### src/rtl/pe_pkg.sv
// Shared types, widths and saturating arithmetic for the pe_mac datapath.
package pe_pkg;

  // Default operand width and lane count of the processing element.
  localparam int PE_DATA_WIDTH = 8;
  localparam int PE_LANES      = 4;

  // Width of one lane product and of the summed lane products.
  localparam int PROD_WIDTH = 2 * PE_DATA_WIDTH;
  localparam int SUM_WIDTH  = PROD_WIDTH + $clog2(PE_LANES);

  // Internal width used for the saturating add; accumulators up to 62 bits fit.
  localparam int PE_CALC_WIDTH = 64;

  // Packet framing state: waiting for a packet, or in the middle of one.
  typedef enum logic {PE_IDLE, PE_ACCUM} pe_state_t;

  // Result of a saturating add: clamp flag plus the (possibly clamped) value.
  typedef struct packed {
    logic                     sat;
    logic [PE_CALC_WIDTH-1:0] value;
  } pe_sat_t;

  // Adds two operands already extended to PE_CALC_WIDTH according to the mode,
  // then clamps into the signed or unsigned range of an acc_width-bit register.
  function automatic pe_sat_t sat_add(input logic [PE_CALC_WIDTH-1:0] acc,
                                      input logic [PE_CALC_WIDTH-1:0] sum,
                                      input logic                     signed_mode,
                                      input int                       acc_width);
    pe_sat_t                          res;
    logic signed [PE_CALC_WIDTH-1:0]  total;
    logic signed [PE_CALC_WIDTH-1:0]  s_max;
    logic signed [PE_CALC_WIDTH-1:0]  s_min;
    logic        [PE_CALC_WIDTH-1:0]  u_max;
    total     = $signed(acc + sum);
    s_max     = (64'sd1 <<< (acc_width - 1)) - 64'sd1;
    s_min     = -(64'sd1 <<< (acc_width - 1));
    u_max     = (64'd1 << acc_width) - 64'd1;
    res.sat   = 1'b0;
    res.value = total;
    if (signed_mode) begin
      if (total > s_max) begin
        res.sat   = 1'b1;
        res.value = s_max;
      end else if (total < s_min) begin
        res.sat   = 1'b1;
        res.value = s_min;
      end
    end else begin
      if ($unsigned(total) > u_max) begin
        res.sat   = 1'b1;
        res.value = u_max;
      end
    end
    return res;
  endfunction

endpackage

### src/rtl/pe_mul_lane.sv
// One multiplier lane: registers w*x in signed or unsigned mode, holding when en is low.
module pe_mul_lane
  import pe_pkg::*;
#(
  parameter int DATA_WIDTH = PE_DATA_WIDTH
) (
  input  logic                      clk,
  input  logic                      rst_n,
  input  logic                      en,
  input  logic                      signed_mode,
  input  logic [DATA_WIDTH-1:0]     w,
  input  logic [DATA_WIDTH-1:0]     x,
  output logic [2*DATA_WIDTH-1:0]   prod
);

  // One extra bit lets a single signed multiplier cover both modes: the top bit
  // copies the sign in signed mode and is zero in unsigned mode.
  logic signed [DATA_WIDTH:0]     w_ext;
  logic signed [DATA_WIDTH:0]     x_ext;
  logic signed [2*DATA_WIDTH-1:0] full;

  assign w_ext = {signed_mode & w[DATA_WIDTH-1], w};
  assign x_ext = {signed_mode & x[DATA_WIDTH-1], x};
  assign full  = (2*DATA_WIDTH)'(w_ext) * (2*DATA_WIDTH)'(x_ext);

  // Product register; holds its value while the pipeline is stalled.
  always_ff @(posedge clk or negedge rst_n) begin
    if (!rst_n) begin
      prod <= '0;
    end else if (en) begin
      prod <= full;
    end
  end

endmodule

### src/rtl/pe_mac.sv
// Multi-lane multiply-accumulate element: per-lane products, lane reduction,
// saturating packet accumulation and a single result register with valid/ready.
module pe_mac
  import pe_pkg::*;
#(
  parameter int DATA_WIDTH = PE_DATA_WIDTH,
  parameter int LANES      = PE_LANES,
  parameter int ACC_WIDTH  = 32
) (
  input  logic                         clk,
  input  logic                         rst_n,
  input  logic                         in_valid,
  output logic                         in_ready,
  input  logic [LANES*DATA_WIDTH-1:0]  in_w,
  input  logic [LANES*DATA_WIDTH-1:0]  in_x,
  input  logic                         in_first,
  input  logic                         in_last,
  input  logic                         in_signed,
  output logic                         out_valid,
  input  logic                         out_ready,
  output logic [ACC_WIDTH-1:0]         out_acc,
  output logic                         out_sat
);

  localparam int PW = 2 * DATA_WIDTH;
  localparam int SW = PW + $clog2(LANES);
  localparam int CW = PE_CALC_WIDTH;

  pe_state_t              state_q;
  pe_state_t              state_d;
  logic                   advance;
  logic                   accept;
  logic                   eff_first;
  logic                   beat_signed;
  logic                   mode_q;

  logic                   s1_valid;
  logic                   s1_first;
  logic                   s1_last;
  logic                   s1_signed;
  logic [LANES*PW-1:0]    s1_prod;

  logic signed [PW:0]     prod_ext;
  logic [SW-1:0]          lane_sum;

  logic [ACC_WIDTH-1:0]   acc_q;
  logic                   sat_q;
  logic signed [ACC_WIDTH:0] acc_sx;
  logic signed [SW:0]     sum_sx;
  logic [CW-1:0]          acc_base;
  logic [CW-1:0]          sum_ext;
  pe_sat_t                acc_next;
  logic                   sat_next;
  logic [CW-ACC_WIDTH-1:0] acc_hi_unused;

  // The whole pipeline moves only when the result register can take a new value.
  assign advance       = !(out_valid && !out_ready);
  assign in_ready      = advance;
  assign accept        = in_valid && advance;
  assign acc_hi_unused = acc_next.value[CW-1:ACC_WIDTH];

  // Packet state register.
  always_ff @(posedge clk or negedge rst_n) begin
    if (!rst_n) begin
      state_q <= PE_IDLE;
    end else begin
      state_q <= state_d;
    end
  end

  // A last beat closes the packet; any other accepted beat leaves one open.
  always_comb begin
    state_d = state_q;
    if (accept) begin
      state_d = in_last ? PE_IDLE : PE_ACCUM;
    end
  end

  // A beat opens a packet when flagged or when no packet is open; mode comes from that beat.
  always_comb begin
    eff_first   = in_first || (state_q == PE_IDLE);
    beat_signed = eff_first ? in_signed : mode_q;
  end

  // Remember the packet mode so later beats ignore their in_signed.
  always_ff @(posedge clk or negedge rst_n) begin
    if (!rst_n) begin
      mode_q <= 1'b0;
    end else if (accept && eff_first) begin
      mode_q <= in_signed;
    end
  end

  for (genvar i = 0; i < LANES; i++) begin : g_lane
    pe_mul_lane #(
      .DATA_WIDTH (DATA_WIDTH)
    ) u_lane (
      .clk         (clk),
      .rst_n       (rst_n),
      .en          (advance),
      .signed_mode (beat_signed),
      .w           (in_w[i*DATA_WIDTH +: DATA_WIDTH]),
      .x           (in_x[i*DATA_WIDTH +: DATA_WIDTH]),
      .prod        (s1_prod[i*PW +: PW])
    );
  end

  // Stage-1 tags travel alongside the registered products.
  always_ff @(posedge clk or negedge rst_n) begin
    if (!rst_n) begin
      s1_valid  <= 1'b0;
      s1_first  <= 1'b0;
      s1_last   <= 1'b0;
      s1_signed <= 1'b0;
    end else if (advance) begin
      s1_valid  <= in_valid;
      s1_first  <= eff_first;
      s1_last   <= in_last;
      s1_signed <= beat_signed;
    end
  end

  // Reduce the lane products, each extended according to the packet mode.
  always_comb begin
    prod_ext = '0;
    lane_sum = '0;
    for (int i = 0; i < LANES; i++) begin
      prod_ext = {s1_signed & s1_prod[i*PW + PW - 1], s1_prod[i*PW +: PW]};
      lane_sum = lane_sum + SW'(prod_ext);
    end
  end

  // Next accumulator value: restart from zero on a first beat, otherwise add and clamp.
  always_comb begin
    acc_sx   = {s1_signed & acc_q[ACC_WIDTH-1], acc_q};
    sum_sx   = {s1_signed & lane_sum[SW-1], lane_sum};
    acc_base = s1_first ? '0 : CW'(acc_sx);
    sum_ext  = CW'(sum_sx);
    acc_next = sat_add(acc_base, sum_ext, s1_signed, ACC_WIDTH);
    sat_next = (s1_first ? 1'b0 : sat_q) | acc_next.sat;
  end

  // Accumulator and sticky saturation flag advance once per valid stage-1 beat.
  always_ff @(posedge clk or negedge rst_n) begin
    if (!rst_n) begin
      acc_q <= '0;
      sat_q <= 1'b0;
    end else if (advance && s1_valid) begin
      acc_q <= acc_next.value[ACC_WIDTH-1:0];
      sat_q <= sat_next;
    end
  end

  // Result register: loads on a last beat, clears when consumed, holds while stalled.
  always_ff @(posedge clk or negedge rst_n) begin
    if (!rst_n) begin
      out_valid <= 1'b0;
      out_acc   <= '0;
      out_sat   <= 1'b0;
    end else if (advance && s1_valid && s1_last) begin
      out_valid <= 1'b1;
      out_acc   <= acc_next.value[ACC_WIDTH-1:0];
      out_sat   <= sat_next;
    end else if (out_ready) begin
      out_valid <= 1'b0;
    end
  end

endmodule

### config.mk
export PLATFORM = sky130hd
export DESIGN_NAME = pe_mac
export DESIGN_NICKNAME = d
export VERILOG_FILES = /design/src/rtl/pe_pkg.sv /design/src/rtl/pe_mul_lane.sv /design/src/rtl/pe_mac.sv
export SDC_FILE = /design/constraint.sdc
export NUM_CORES = 1
export LEC_CHECK = 0
export ABC_AREA = 1
export ABC_CLOCK_PERIOD_IN_PS = 6500
export CORE_MARGIN = 2
export CORE_UTILIZATION = 55
export CTS_BUF_LIST = sky130_fd_sc_hd__clkbuf_4
export DETAILED_ROUTE_END_ITERATION = 7
export PLACE_DENSITY_LB_ADDON = 0.2
export SLEW_MARGIN = 0
export SYNTH_ARGS = -nofsm -noshare
export SYNTH_HDL_FRONTEND = slang
export SYNTH_SLANG_ARGS = --single-unit
### constraint.sdc
create_clock -name clk -period 6.5 [get_ports clk]
set_input_delay 1.3 -clock clk [delete_from_list [all_inputs] [get_ports clk]]
set_output_delay 1.3 -clock clk [all_outputs]
set_load 0.02 [all_outputs]
Word-level counts from Yosys, hierarchy flattened
Cells that the tools add are included.
{"block": "totals", "regBits": 137, "out_inout_bits": 35, "word_cells": 61}
{"block": "classes", "n_addsub": 4, "n_mul": 4, "order_cmp": 3, "mux": 10, "bitwise_logic": 16, "reduce_logical": 9}
{"op": "$mux 65", "n": 4}
{"op": "$gt 64x32->1 const B", "n": 2}
{"op": "$add 64x64->64", "n": 1}
{"op": "$lt 64x32->1 const B", "n": 1}
{"op": "$mul 9x9->16", "n": 4}
{"op": "$mux 64", "n": 1}
{"op": "$add 18x18->18", "n": 2}
{"op": "$add 17x17->18", "n": 1}
{"op": "$and 1x1->1", "n": 14}
{"op": "$logic_and 1x1->1", "n": 5}
{"op": "$mux 1", "n": 5}
{"op": "$logic_not 1->1", "n": 2}
{"op": "$reduce_bool 2->1", "n": 1}
{"op": "$logic_or 1x1->1", "n": 1}
{"op": "$not 1->1", "n": 1}
{"op": "$or 1x1->1", "n": 1}

Logic depth before layout (Yosys ltp)
Gate-level depths: netlist of the first run.
{"block": "depth", "ltp_word": 11, "mapped_depth": 38, "depth_no_buf": 38}

Modules after synthesis
A second synthesis of the first run with hierarchy kept.
{"block": "unflattened", "hier_cells": 3076, "hier_area_um2": 22018.6}
{"module": "pe_mac", "n_inst": 1, "cells_per_inst": 1120, "area_per_inst_um2": 7448.4, "seq_area_each_um2": 1826.8}
{"module": "pe_mul_lane at g_lane[0].u_lane", "n_inst": 1, "cells_per_inst": 506, "area_per_inst_um2": 3733.6, "seq_area_each_um2": 400.4}
{"module": "pe_mul_lane at g_lane[1].u_lane", "n_inst": 1, "cells_per_inst": 485, "area_per_inst_um2": 3664.8, "seq_area_each_um2": 400.4}
{"module": "pe_mul_lane at g_lane[3].u_lane", "n_inst": 1, "cells_per_inst": 483, "area_per_inst_um2": 3588.4, "seq_area_each_um2": 400.4}
{"module": "pe_mul_lane at g_lane[2].u_lane", "n_inst": 1, "cells_per_inst": 482, "area_per_inst_um2": 3583.4, "seq_area_each_um2": 400.4}

Worst setup path before layout of the first run
No wires, ideal clock.
{"block": "synth_path", "kind": "input-to-reg", "startpoint": "input port in_first", "endpoint": "register g_lane[1].u_lane.prod[15]", "setup_ns": 0.083, "t_arrival_ns": 6.616, "t_required_ns": 6.417, "setup_slack_ns": -0.198, "cell_stages": 31, "path_buffers": 2, "path_cell_list": "nor2_1 -> o21ai_0 -> clkbuf_1 -> clkbuf_1 -> nor2_1 -> inv_1 -> fa_1 -> inv_1 -> fa_1 -> inv_1 -> fa_1 -> inv_1 -> fa_1 -> fa_1 -> ha_1 -> inv_1 -> o21ai_0 -> inv_1 -> nor2_1 -> nor2_1 -> inv_1 -> a21oi_1 -> nor2_1 -> nor2_1 -> inv_1 -> a21oi_1 -> or2_2 -> nand2_1 -> a21oi_1 -> xor2_1 -> o21ai_0"}
{"block": "synth_between", "elab_chain_len": 4, "word_cells_on_any_way": 5, "classes_between": "mul: 1; mux: 1; bitwise: 2; reduce/logical: 1"}
{"element": "start, declared", "line": "pe_mac.sv:16", "rtl": "input logic in_first,"}
{"element": "$logic_or 1x1->1 (*)", "line": "pe_mac.sv:81", "rtl": "eff_first = in_first || (state_q == PE_IDLE);"}
{"element": "$mux 1 (*)", "line": "pe_mac.sv:82", "rtl": "beat_signed = eff_first ? in_signed : mode_q;"}
{"element": "$and 1x1->1 (on tied branches)", "line": "pe_mul_lane.sv:22, pe_mul_lane.sv:23"}
{"element": "$mul 9x9->16 (*)", "line": "pe_mul_lane.sv:24", "rtl": "assign full = (2*DATA_WIDTH)'(w_ext) * (2*DATA_WIDTH)'(x_ext);"}
{"element": "end signal, assigned", "line": "pe_mul_lane.sv:31", "rtl": "prod <= full;"}
{"element": "end, declared", "line": "pe_mul_lane.sv:13", "rtl": "output logic [2*DATA_WIDTH-1:0] prod"}
Mark *: on every way between the ends. The rest lies on a longest branch, timed or not.
A chain may end at the register's enable or synchronous reset.

Worst setup path in the final report of the first run
{"block": "layout_path", "startpoint": "input port in_signed", "endpoint": "register g_lane[1].u_lane.prod[15]"}
{"block": "layout_between", "elab_chain_len": 3, "word_cells_on_any_way": 4, "classes_between": "mul: 1; mux: 1; bitwise: 2"}
{"element": "start, declared", "line": "pe_mac.sv:18", "rtl": "input logic in_signed,"}
{"element": "$mux 1 (*)", "line": "pe_mac.sv:82"}
{"element": "$and 1x1->1 (on tied branches)", "line": "pe_mul_lane.sv:22, pe_mul_lane.sv:23"}
{"element": "$mul 9x9->16 (*)", "line": "pe_mul_lane.sv:24"}
Marks and branches as above.

==> results.py, run 1 <==
metrics = {
    "floorplanning": {
        "std_cell_rows": 70,
        "core_area_um2": 36400,
        "die_h_um": 196,
        "ios": 106,
        "fp.dieArea_um2": 38500,
        "initial_core_util_pct": 55.7,
        "die_w_um": 196,
    },
    "routing": {
        "vias": 17000,
        "wl_per_cell_um": 14.3,
        "vias_per_cell": 5.05,
        "drc": 0,
        "drt_wl_total_um": 48200,
        "dr.pass1.iters": 7,
        "drtIter0Drc": 873,
        "ant_nets": 0,
    },
    "clock_tree": {
        "hold_buffers": 0,
        "h-tree-depth": 4,
        "clkTransAtPathRegs_ns": 0.15,
        "cts_root_buf": "clkbuf_4",
        "cts_tree": "yes",
        "cts_inserted_buffers": 17,
        "clk_latency_ns": 0.60,
        "cts_sinks": 137,
        "clk_path_buf_depth": 2,
    },
    "sta": {
        "fin_skew_ns": 0.0357,
        "hold_violations": 0,
        "whs_ns": 0.491,
        "timing.fmax_ghz": 0.158,
        "slew-limit-headroom_pct": 32.2,
        "slew_violations": 0,
        "layout_min_cycle_time_ns": 6.31,
        "setup_viol": 0,
        "fin_crit_sh_pct": 97.1,
        "fin_ws_ns": 0.188,
        "worst_slew_pin_slew_ns": 1.01,
    },
    "logic_synthesis": {
        "synth_edf_count": 0,
        "synthAdderAreaFrac_pct": 39.2,
        "mappedNetlistArea_um2": 20300,
        "synth_top_family_by_area": "adder cells",
        "netlist_instances": 2669,
        "postSynthAreaPerCell_um2": 7.60,
        "synth_xor_area_share_pct": 4.18,
        "synth_top_flop_cell": "dfrtp_1",
        "muxShareOfSynthArea_pct": 0,
        "ys_async_sr_fraction_pct": 100,
        "yosys.area_share.simple_pct": 20.0,
        "yosysSeqAreaShare_pct": 16.9,
        "ys_ff_latch": 137,
        "synth_cell_types": 44,
        "synth_compound_area_share_pct": 5.84,
        "synth_warnings": 0,
        "syn_nets": 3203,
    },
    "worst_setup_path": {
        "critical-path-top-cell-by-count": "fa_1",
        "cp_top_family": "adder cells",
        "cp.arrival_ns": 6.78,
        "path_buf_inv": 6,
        "crit_slowest_cell": "fa_1",
        "start_kind": "input pin",
        "cp.required_ns": 6.97,
        "slowest_delay_ns": 0.56,
        "worstSetupPathType": "input pin to flip-flop",
        "cp_max_fo": 4,
        "cp-end-kind": "flip-flop",
    },
    "placement": {
        "dp_slack_ns": -0.697,
        "post-dp-hpwl_um": 40200,
        "routabilityCongestion": 0.925,
        "io_buffers": 105,
    },
    "global_route": {
        "grt_pass1_vias": 17800,
        "grt_first_pass_wirelength_um": 83300,
        "grt_overflow": 0,
        "track_usage_pct": 26.7,
        "antenna_found_initial": 1,
        "grt_start_max_net_pins": 81,
    },
    "job": {
        "drv_cap": 0,
    },
    "outcome": {
        "status": "completed",
    },
    "final_layout": {
        "final_nets": 3419,
        "drive_above_1_share_pct": 10.3,
        "syn2layout_area_growth_pct": 15.4,
    },
    "min_path": {
        "hold_path.class": "flip-flop to flip-flop",
    },
}
cell type report:
| cell class | count | area [um2] |
|---|---|---|
| clock buffer | 17 | 128 |
| timing repair buffer | 307 | 2630 |
| fill | 3234 | 13000 |
| multi-input combinational | 1792 | 14100 |
| inverter | 630 | 2370 |
| clock inverter | 15 | 153 |
| tap | 468 | 586 |
| sequential | 137 | 3430 |
| antenna | 1 | 2.50 |
flip-flops by register name, summed over array words and instances (netlist names):
signal and flops:
s1_last 1, s1_valid 1, g_lane.u_lane.prod 64, acc_q 32
state_q 1, out_sat 1, s1_signed 1, sat_q 1
mode_q 1, s1_first 1, out_acc 32, out_valid 1
what timing repair did:
item / CTS / global route
resized for setup: 1 / 25
pin swaps: 0 / 9
setup endpoints to repair: 2 / 78
buffers inserted: 0 / 3
worst reg2reg max path, delay by kind of cell, from the launching register on:
family | cells | cell delay [ns]
AOI/OAI and AO/OA | 13 | 1.88
buffers and inverters | 4 | 0.50
xor gates and xnor gates | 1 | 0.11
and+or+nand+nor | 17 | 1.40
adders and majority gates | 4 | 1.67
DFF | 1 | 0.39
final timing paths:
kind	startpoint	end	slack, ns	cells after the start
setup reg to reg	g_lane[2].u_lane.prod[3]	out_acc[21]	0.53	39
max in group asynchronous	rst_n	s1_signed	4.54	2
hold / removal	out_acc[29]	out_acc[29]	0.49	2
setup / recovery	in_signed	g_lane[1].u_lane.prod[15]	0.19	28
min in group asynchronous	rst_n	out_acc[5]	0.70	1
hold reg to reg	out_acc[29]	out_acc[29]	0.49	2
cells in the final DEF (no fill, tap or decap), drive strengths merged, types with 2 or more instances in the layout:
master,count
a21oi,82
a31oi,7
buf,203
clkbuf,17
clkdlybuf4s50,103
clkinv,3
clkinvlp,3
dfrtp,137
fa,287
ha,176
inv,638
nand2,718
nand3,103
nand3b,2
nand4,7
nor2,165
nor3,3
o21a,2
o21ai,117
o21bai,8
o22ai,2
or2,10
xnor2,56
xor2,40
synth_stat cells, drive strengths merged (40+ instances only):
cell type  number  share of area, %
inv           628                12
nand2         718                13
ha            176                11
clkbuf         95               1.8
dfrtp         137                17
fa            287                28
xor2           40               1.8
nand3         103               2.6
xnor2          56               2.4
a21oi          82               2.1
o21ai         117               2.9
nor2          165               3.1
per-stage QoR:
| step | cells | util [%] | TNS, ns | instance area, um2 |
|---|---|---|---|---|
| 2_1_floorplan | 2669 | - | 0 | 20300 |
| 5_1_grt | 3367 | 64.3 | -0.0888 | 23400 |
| 3_3_place_gp | 3331 | 63.2 | -5.03 | 23000 |
| 6_report | 3367 | 64.3 | 0 | 23400 |
| 3_5_place_dp | 3331 | 63.2 | -8.40 | 23000 |
| 4_1_cts | 3363 | 64.0 | 0 | 23300 |
routing by layer:
metal	track usage (%)	up-vias	part of all wire, %
li1	-	8302	-
met1	34.1	8271	43
met2	48.7	371	52
met3	2.94	58	4.0
met4	6.00	0	1.6
met5	0	-	0
kinds of logic (layout without fill, tap and decap cells):
| kind of cell | Yosys count | in the layout |
|---|---|---|
| AOI/OAI and AO/OA | 223 | 223 |
| xor gates and xnor gates | 96 | 96 |
| adders and majority gates | 463 | 463 |
| buffers and inverters | 740 | 969 |
| DFF | 137 | 137 |
| other | 0 | 1 |
| and+or+nand+nor | 1010 | 1010 |
Power of run 1 is not shown: default switching activity piles up to over one toggle a cycle in this logic, so the estimate is an artifact.
==> run 2: changes to the inputs <==
RECOVER_POWER = 25   (was not set)
==> results.py, run 2 (same netlist as run 1, synthesis figures left out) <==
metrics = {
    "floorplanning": {
        "ios": 106,
        "std_cell_rows": 70,
        "die_w_um": 196,
        "fp.dieArea_um2": 38500,
        "initial_core_util_pct": 55.7,
        "die_h_um": 196,
        "core_area_um2": 36400,
    },
    "placement": {
        "dp_slack_ns": -0.697,
        "routabilityCongestion": 0.925,
        "placedCellCount": 3331,
        "post-dp-hpwl_um": 40200,
        "dpl_cell_area_um2": 23000,
        "io_buffers": 105,
    },
    "worst_setup_path": {
        "crit_slowest_cell": "fa_1",
        "rr_worst_depth": 39,
        "start_kind": "input pin",
        "cp.arrival_ns": 6.78,
        "path_depth": 28,
        "worstSetupPathType": "input pin to flip-flop",
        "cp-end-kind": "flip-flop",
        "cp_top_family": "adder cells",
        "cp.required_ns": 6.97,
        "slowest_delay_ns": 0.56,
        "cp_max_fo": 4,
        "path_buf_inv": 6,
        "critical-path-top-cell-by-count": "fa_1",
    },
    "final_layout": {
        "final_nets": 3419,
        "syn2layout_area_growth_pct": 15.4,
        "fillerInstances": 3235,
        "reg_top3": "g_lane.u_lane.prod (64), acc_q (32), out_acc (32)",
        "largest_register_ff_count": 64,
        "final_common_cell": "nand2_1",
        "multi_input_area_um2": 14100,
        "instances_no_fill": 3367,
        "fin_area_um2": 23400,
        "mostFrequentLayoutCells": "nand2_1, inv_1, fa_1, buf_4, ha_1",
        "regMostFlops": "g_lane.u_lane.prod",
        "seqCellArea_um2": 3430,
        "drive_above_1_share_pct": 10.2,
    },
    "global_route": {
        "grt_first_pass_wirelength_um": 83300,
        "grt_pass1_vias": 17800,
        "antenna_found_initial": 1,
        "grt_overflow": 0,
        "grt_start_max_net_pins": 81,
        "track_usage_pct": 26.7,
    },
    "clock_tree": {
        "cts_tree": "yes",
        "clk_latency_ns": 0.61,
        "cts_inserted_buffers": 17,
        "clkTransAtPathRegs_ns": 0.15,
        "clk_path_buf_depth": 2,
        "hold_buffers": 0,
        "cts_root_buf": "clkbuf_4",
        "cts_sinks": 137,
        "h-tree-depth": 4,
    },
    "sta": {
        "fin_crit_sh_pct": 97.1,
        "layout_min_cycle_time_ns": 6.31,
        "slew-limit-headroom_pct": -193,
        "worst_slew_pin_slew_ns": 4.39,
        "fin_ws_ns": 0.191,
        "setup_viol": 0,
        "hold_violations": 0,
        "timing.fmax_ghz": 0.158,
        "slew_violations": 81,
        "fin_skew_ns": 0.0350,
        "whs_ns": 0.491,
    },
    "routing": {
        "wl_per_cell_um": 14.3,
        "ant_nets": 0,
        "drt_wl_total_um": 48200,
        "vias_per_cell": 5.05,
        "drtIter0Drc": 873,
        "vias": 17000,
        "drc": 0,
        "dr.pass1.iters": 7,
    },
    "outcome": {
        "status": "finished, violations left",
        "violations": "capacitance limit, slew limit",
    },
    "job": {
        "drv_cap": 1,
    },
    "min_path": {
        "hold_path.class": "flip-flop to flip-flop",
        "whs_path_depth": 2,
    },
}
==> run 2: path summary, 6_finish.rpt <==
| kind | from | to | slack (ns) |
|---|---|---|---|
| worst min register to register | out_acc[29] | out_acc[29] | 0.49 |
| min in group asynchronous | rst_n | out_acc[5] | 2.22 |
| worst max register to register | g_lane[2].u_lane.prod[3] | out_acc[21] | 0.53 |
| worst min-delay path | out_acc[29] | out_acc[29] | 0.49 |
| worst max-delay path | in_signed | g_lane[1].u_lane.prod[15] | 0.19 |
| max in group asynchronous | rst_n | s1_signed | 1.79 |
==> run 2: per-stage QoR <==
stage | TNS (ns) | util (%)
floorplan | 0 | -
global placement | -5.03 | 63.2
detailed placement | -8.40 | 63.2
CTS | 0 | 64.0
global route | -0.0888 | 64.3
finish | 0 | 64.3
==> run 2: repair_timing <==
action	in CTS	in global routing
pin swaps	0	9
hold endpoints to repair	0	0
endpoints found under the setup margin	2	78
gates resized for setup	1	25
buffers inserted	0	3
==> run 2: final cells by class <==
cell class	count	area share [%]
Inverter	630	10.1
Timing Repair Buffer	307	11.2
Clock inverter	15	0.652
Antenna cell	1	0.0107
Clock buffer	17	0.545
Sequential cell	137	14.6
Multi-Input combinational cell	1792	60.3
Tap cell	468	2.50
==> run 2: worst register-to-register path: cells and delay by family, from the launching register on <==
kind / cells / cell delay, ns
AOI/OAI and AO/OA: 13 / 1.88
xor gates and xnor gates: 1 / 0.11
adders and majority gates: 4 / 1.67
buffers and inverters: 4 / 0.50
DFF: 1 / 0.39
and+or+nand+nor: 17 / 1.40
==> run 2: metal layers <==
metal	wire, um	track usage (%)	up-vias
li1	-	-	8304
met1	20600	34.1	8277
met2	24900	48.7	361
met3	1870	2.94	59
met4	767	6.00	0
met5	0	0	-
Power of run 2 is left out for the same reason.
==> run 3: changes to the inputs <==
GPL_TIMING_DRIVEN = 0   (was not set)
==> results.py, run 3 (same netlist as run 1, synthesis figures left out) <==
metrics = {
    "worst_setup_path": {
        "worstSetupPathType": "input pin to flip-flop",
        "rr_startpoint": "g_lane[1].u_lane.prod[3]",
        "cp_max_fo": 6,
        "start_kind": "input pin",
        "cp.required_ns": 6.97,
        "cp-end-kind": "flip-flop",
        "rr_worst_depth": 38,
        "cp.arrival_ns": 6.74,
        "critical-path-top-cell-by-count": "fa_1",
        "crit_slowest_cell": "fa_1",
        "startpoint": "in_first",
        "slowest_delay_ns": 0.56,
    },
    "final_layout": {
        "reg_top3": "g_lane.u_lane.prod (64), acc_q (32), out_acc (32)",
        "drive_above_1_share_pct": 5.24,
        "mostFrequentLayoutCells": "nand2_1, inv_1, fa_1, ha_1, nor2_1",
        "post-route-util_pct": 60.4,
        "final_nets": 3286,
        "regMostFlops": "g_lane.u_lane.prod",
        "largest_register_ff_count": 64,
        "syn2layout_area_growth_pct": 8.48,
        "final_common_cell": "nand2_1",
    },
    "global_route": {
        "grt_first_pass_wirelength_um": 82100,
        "grt_start_max_net_pins": 90,
        "grt_pass1_vias": 17000,
        "grt_overflow": 0,
        "antenna_found_initial": 1,
        "track_usage_pct": 26.8,
    },
    "min_path": {
        "worstHoldStart": "out_acc[28]",
        "whs_path_depth": 2,
        "hold_path.class": "flip-flop to flip-flop",
    },
    "routing": {
        "wl_per_cell_um": 15.2,
        "drt_wl_total_um": 49200,
        "drtIter0Drc": 797,
        "vias_per_cell": 5.18,
        "ant_nets": 0,
        "drc": 0,
        "vias": 16700,
        "dr.pass1.iters": 5,
    },
    "clock_tree": {
        "cts_root_buf": "clkbuf_4",
        "clk_path_buf_depth": 2,
        "cts_tree": "yes",
        "cts_inserted_buffers": 17,
        "cts_sinks": 137,
        "clk_latency_ns": 0.61,
        "clkTransAtPathRegs_ns": 0.14,
        "h-tree-depth": 4,
    },
    "sta": {
        "slew_violations": 140,
        "rsz0062_at_grt": "true",
        "worst_slew_pin_slew_ns": 2.52,
        "fin_crit_sh_pct": 96.5,
        "setup_viol": 0,
        "slew-limit-headroom_pct": -67.9,
        "layout_min_cycle_time_ns": 6.27,
        "hold_violations": 0,
        "fin_skew_ns": 0.0471,
        "timing.fmax_ghz": 0.159,
    },
    "outcome": {
        "status": "finished, violations left",
        "violations": "capacitance limit, slew limit",
    },
    "floorplanning": {
        "ios": 106,
        "core_area_um2": 36400,
        "die_w_um": 196,
        "std_cell_rows": 70,
        "fp.dieArea_um2": 38500,
        "initial_core_util_pct": 55.7,
        "die_h_um": 196,
    },
    "placement": {
        "post-dp-hpwl_um": 39800,
        "io_buffers": 41,
        "routabilityCongestion": 0.889,
    },
    "job": {
        "drv_cap": 2,
    },
}
run 3: changes by cell type in the layout (fill, tap and decap cells not counted), moves of 3 or more:
cell	change
buf_4	-171
clkbuf_1	+92
clkdlybuf4s50_1	-65
buf_2	+5
nand2_1	-4
nor2_4	+4
buf_6	+3
inv_1	-3
nand2_2	+3
nor2_2	-3
run 3: repair_timing:
item	4_1_cts	5_1_grt
setup buffers	7	15
pin swaps	4	25
hold buffers	0	0
resized for setup	25	36
setup endpoints to repair	87	77
run 3: final cells by class:
class                   instances  area [um2]
repair buffers                 64         606
clock inverters                15         188
inverters                     630        2370
flip-flops and latches        137        3430
fillers                      3330       14400
diodes                          1        2.50
plain buffers                 110         518
clock buffers                  17         128
well taps                     468         586
multi-input cells            1792       14200
run 3: metrics by stage:
step	setup TNS, ns	std cells	area, um2	hold WS [ns]	setup slack, ns
finish	0	3234	22000	0.490	0.228
CTS	0	3218	21800	0.496	0.0292
detailed placement	-33.42	3179	21300	0.465	-1.43
global route	-0.176	3234	22000	0.508	-0.0613
global placement	-207.01	3178	21300	0.461	-1.38
floorplan	0	2669	20300	0.449	0.0137
run 3: final timing paths:
check	end	slack [ns]
setup / recovery	g_lane[1].u_lane.prod[15]	0.23
hold / removal	out_acc[28]	0.49
setup reg to reg	out_acc[19]	0.34
hold reg to reg	out_acc[28]	0.49
max in group asynchronous	out_acc[22]	1.78
min in group asynchronous	g_lane[3].u_lane.prod[11]	1.47
run 3: critical path: cells and delay by family:
kind,cells,cell delay (ns)
XOR/XNOR,1,0.23
AO/OA/AOI/OAI,7,0.86
AND/OR/NAND/NOR,8,0.70
adder cells (fa/ha/maj),6,2.78
buffers and inverters,10,0.81
run 3: metal layers:
layer / vias to the layer above / share of wire, % / global-route usage [%]
met1: 8187 / 41 / 33.7
met5: - / 0 / 0
li1: 8043 / - / -
met4: 0 / 3.6 / 10.0
met3: 94 / 4.4 / 3.13
met2: 414 / 51 / 47.4
Power of run 3 is left out for the same reason.
==> patch, RTL diff (config.mk and constraints of run 2) <==
Set the package constant `PE_CALC_WIDTH` to 56 (it was 64).
--- a/src/rtl/pe_pkg.sv
+++ b/src/rtl/pe_pkg.sv
@@ -10,7 +10,7 @@
   localparam int SUM_WIDTH  = PROD_WIDTH + $clog2(PE_LANES);
 
   // Internal width used for the saturating add; accumulators up to 62 bits fit.
-  localparam int PE_CALC_WIDTH = 64;
+  localparam int PE_CALC_WIDTH = 56;
 
   // Packet framing state: waiting for a packet, or in the middle of one.
   typedef enum logic {PE_IDLE, PE_ACCUM} pe_state_t;
Check against the original RTL: not settled (the Yosys comparison gave no result); the edit may change what the design does.
==> patch against run 2 <==
The flow still finishes with violations (max-capacitance violations, max-slew violations). Via count increased by 0.64%. Fmax is 2.6% higher. Area after synthesis increased by 2.5%. Setup slack better by 0.16 ns. Sequential cell count unchanged. Routed wire length up 1.1%. Cell area increased by 1.7%. Critical endpoint is now g_lane[3].u_lane.prod[14].
Power is not shown: default switching activity piles up to over one toggle a cycle in this logic, so the estimate is an artifact.
==> patch: results (changes against run 2) <==
Final HPWL DP - 40630 µm (+1.1%)
Placed Cells - 3431 (+3.0%)
adder-cell share of the synthesized area - 38.32% (-0.84 points)
Reg2Reg Setup Slack - 0.47 ns (-0.06 ns)
worst hold endpoint - out_acc[12]
post-DR vias/cell - 4.932 (-2.3%)
top cells by count, synth - nand2_1, inv_1, fa_1, ha_1, dfrtp_1
vias in the first global route - 17.64k (-0.74%)
Detailed Route Iter0 Violations - 1004 (+15%)
Area contributors post-synth - fa_1, dfrtp_1, nand2_1, inv_1, ha_1
Slew Viols, Final - 140 (+73%)
Yosys cell types - 49 (+11%)
failing checks - max-capacitance violations, max-slew violations
WL met3 - 2272 µm (+21%)
worst clock skew - 0.03126 ns (-0.003715 ns)
Avg Cell Area, Syn - 7.594 µm² (-0.14%)
Max Fclk - 162.7 MHz (+2.6%)
worst hold path startpoint - out_acc[12]
status - complete, but fails checks
Crit Reg-Reg Endpoint - acc_q[3]
met2 wire len - 23490 µm (-5.8%)
routed wire length - 48720 µm (+1.1%)
layout cells sized above 1 - 10.92% (+0.67 points)
CP arrival - 6.66 ns (-0.12 ns)
Placed Instance Area - 23390 µm² (+1.5%)
DP Worst Slack - -0.9038 ns (-0.2064 ns)
syn_nets - 3276 (+2.3%)
FF-to-FF path depth - 41 (+5.1%)
DRT met1 WL - 22130 µm (+7.3%)
Critical Path Sink - g_lane[3].u_lane.prod[14]
fin nets - 3480 (+1.8%)
drt wl/cell - 14.05 µm (-1.9%)
M3 GR Usage - 2.781% (-0.16 points)
Worst Setup SP - in_x[31]
met2 Track Usage GR - 45.04% (-3.7 points)
sequential share of the synthesized area - 16.48% (-0.42 points)
GRT Util Overall - 26.25% (-0.43 points)
worst slew pin tran - 3.778 ns (-0.6159 ns)
met1 Resource Use GR - 36.07% (+1.9 points)
reg2reg start - g_lane[1].u_lane.prod[2]
hold slack final - 0.4940 ns (+0.002571 ns)
largest net degree at the start of global routing - 78 (-3.7%)
maximum fanout along the worst path - 2 (-2)
first-pass GRT wire length - 83680 µm (+0.41%)
GPL Wtd Cong - 0.9100 (-1.6%)
max-cap violations - 2 (+1)
compound-cell area share of the yosys netlist - 5.971% (+0.13 points)
-- patch: kinds of logic (layout without fill, tap and decap cells) --
logic type | after synthesis | in the layout
XOR/XNOR | 89 | 89
other | 0 | 1
AND/OR/NAND/NOR | 1066 | 1067
buffers and inverters | 752 | 968
AO/OA/AOI/OAI | 231 | 231
adder cells (fa/ha/maj) | 465 | 465
flip-flops | 137 | 137
-- patch: cell type report --
class | count | area [µm²]
fill | 3338 | 13670
tap | 511 | 639.4
multi-input combinational | 1852 | 14520
clock inverter | 15 | 163.9
antenna | 1 | 2.502
sequential | 137 | 3428
clock buffer | 17 | 127.6
timing repair buffer | 293 | 2522
inverter | 643 | 2414
-- patch: what timing repair did --
action / CTS / global route
setup buffers: 0 / 3
setup endpoints to repair: 10 / 82
pin swaps: 0 / 11
gates cloned: 0 / 2
gates resized for setup: 5 / 30
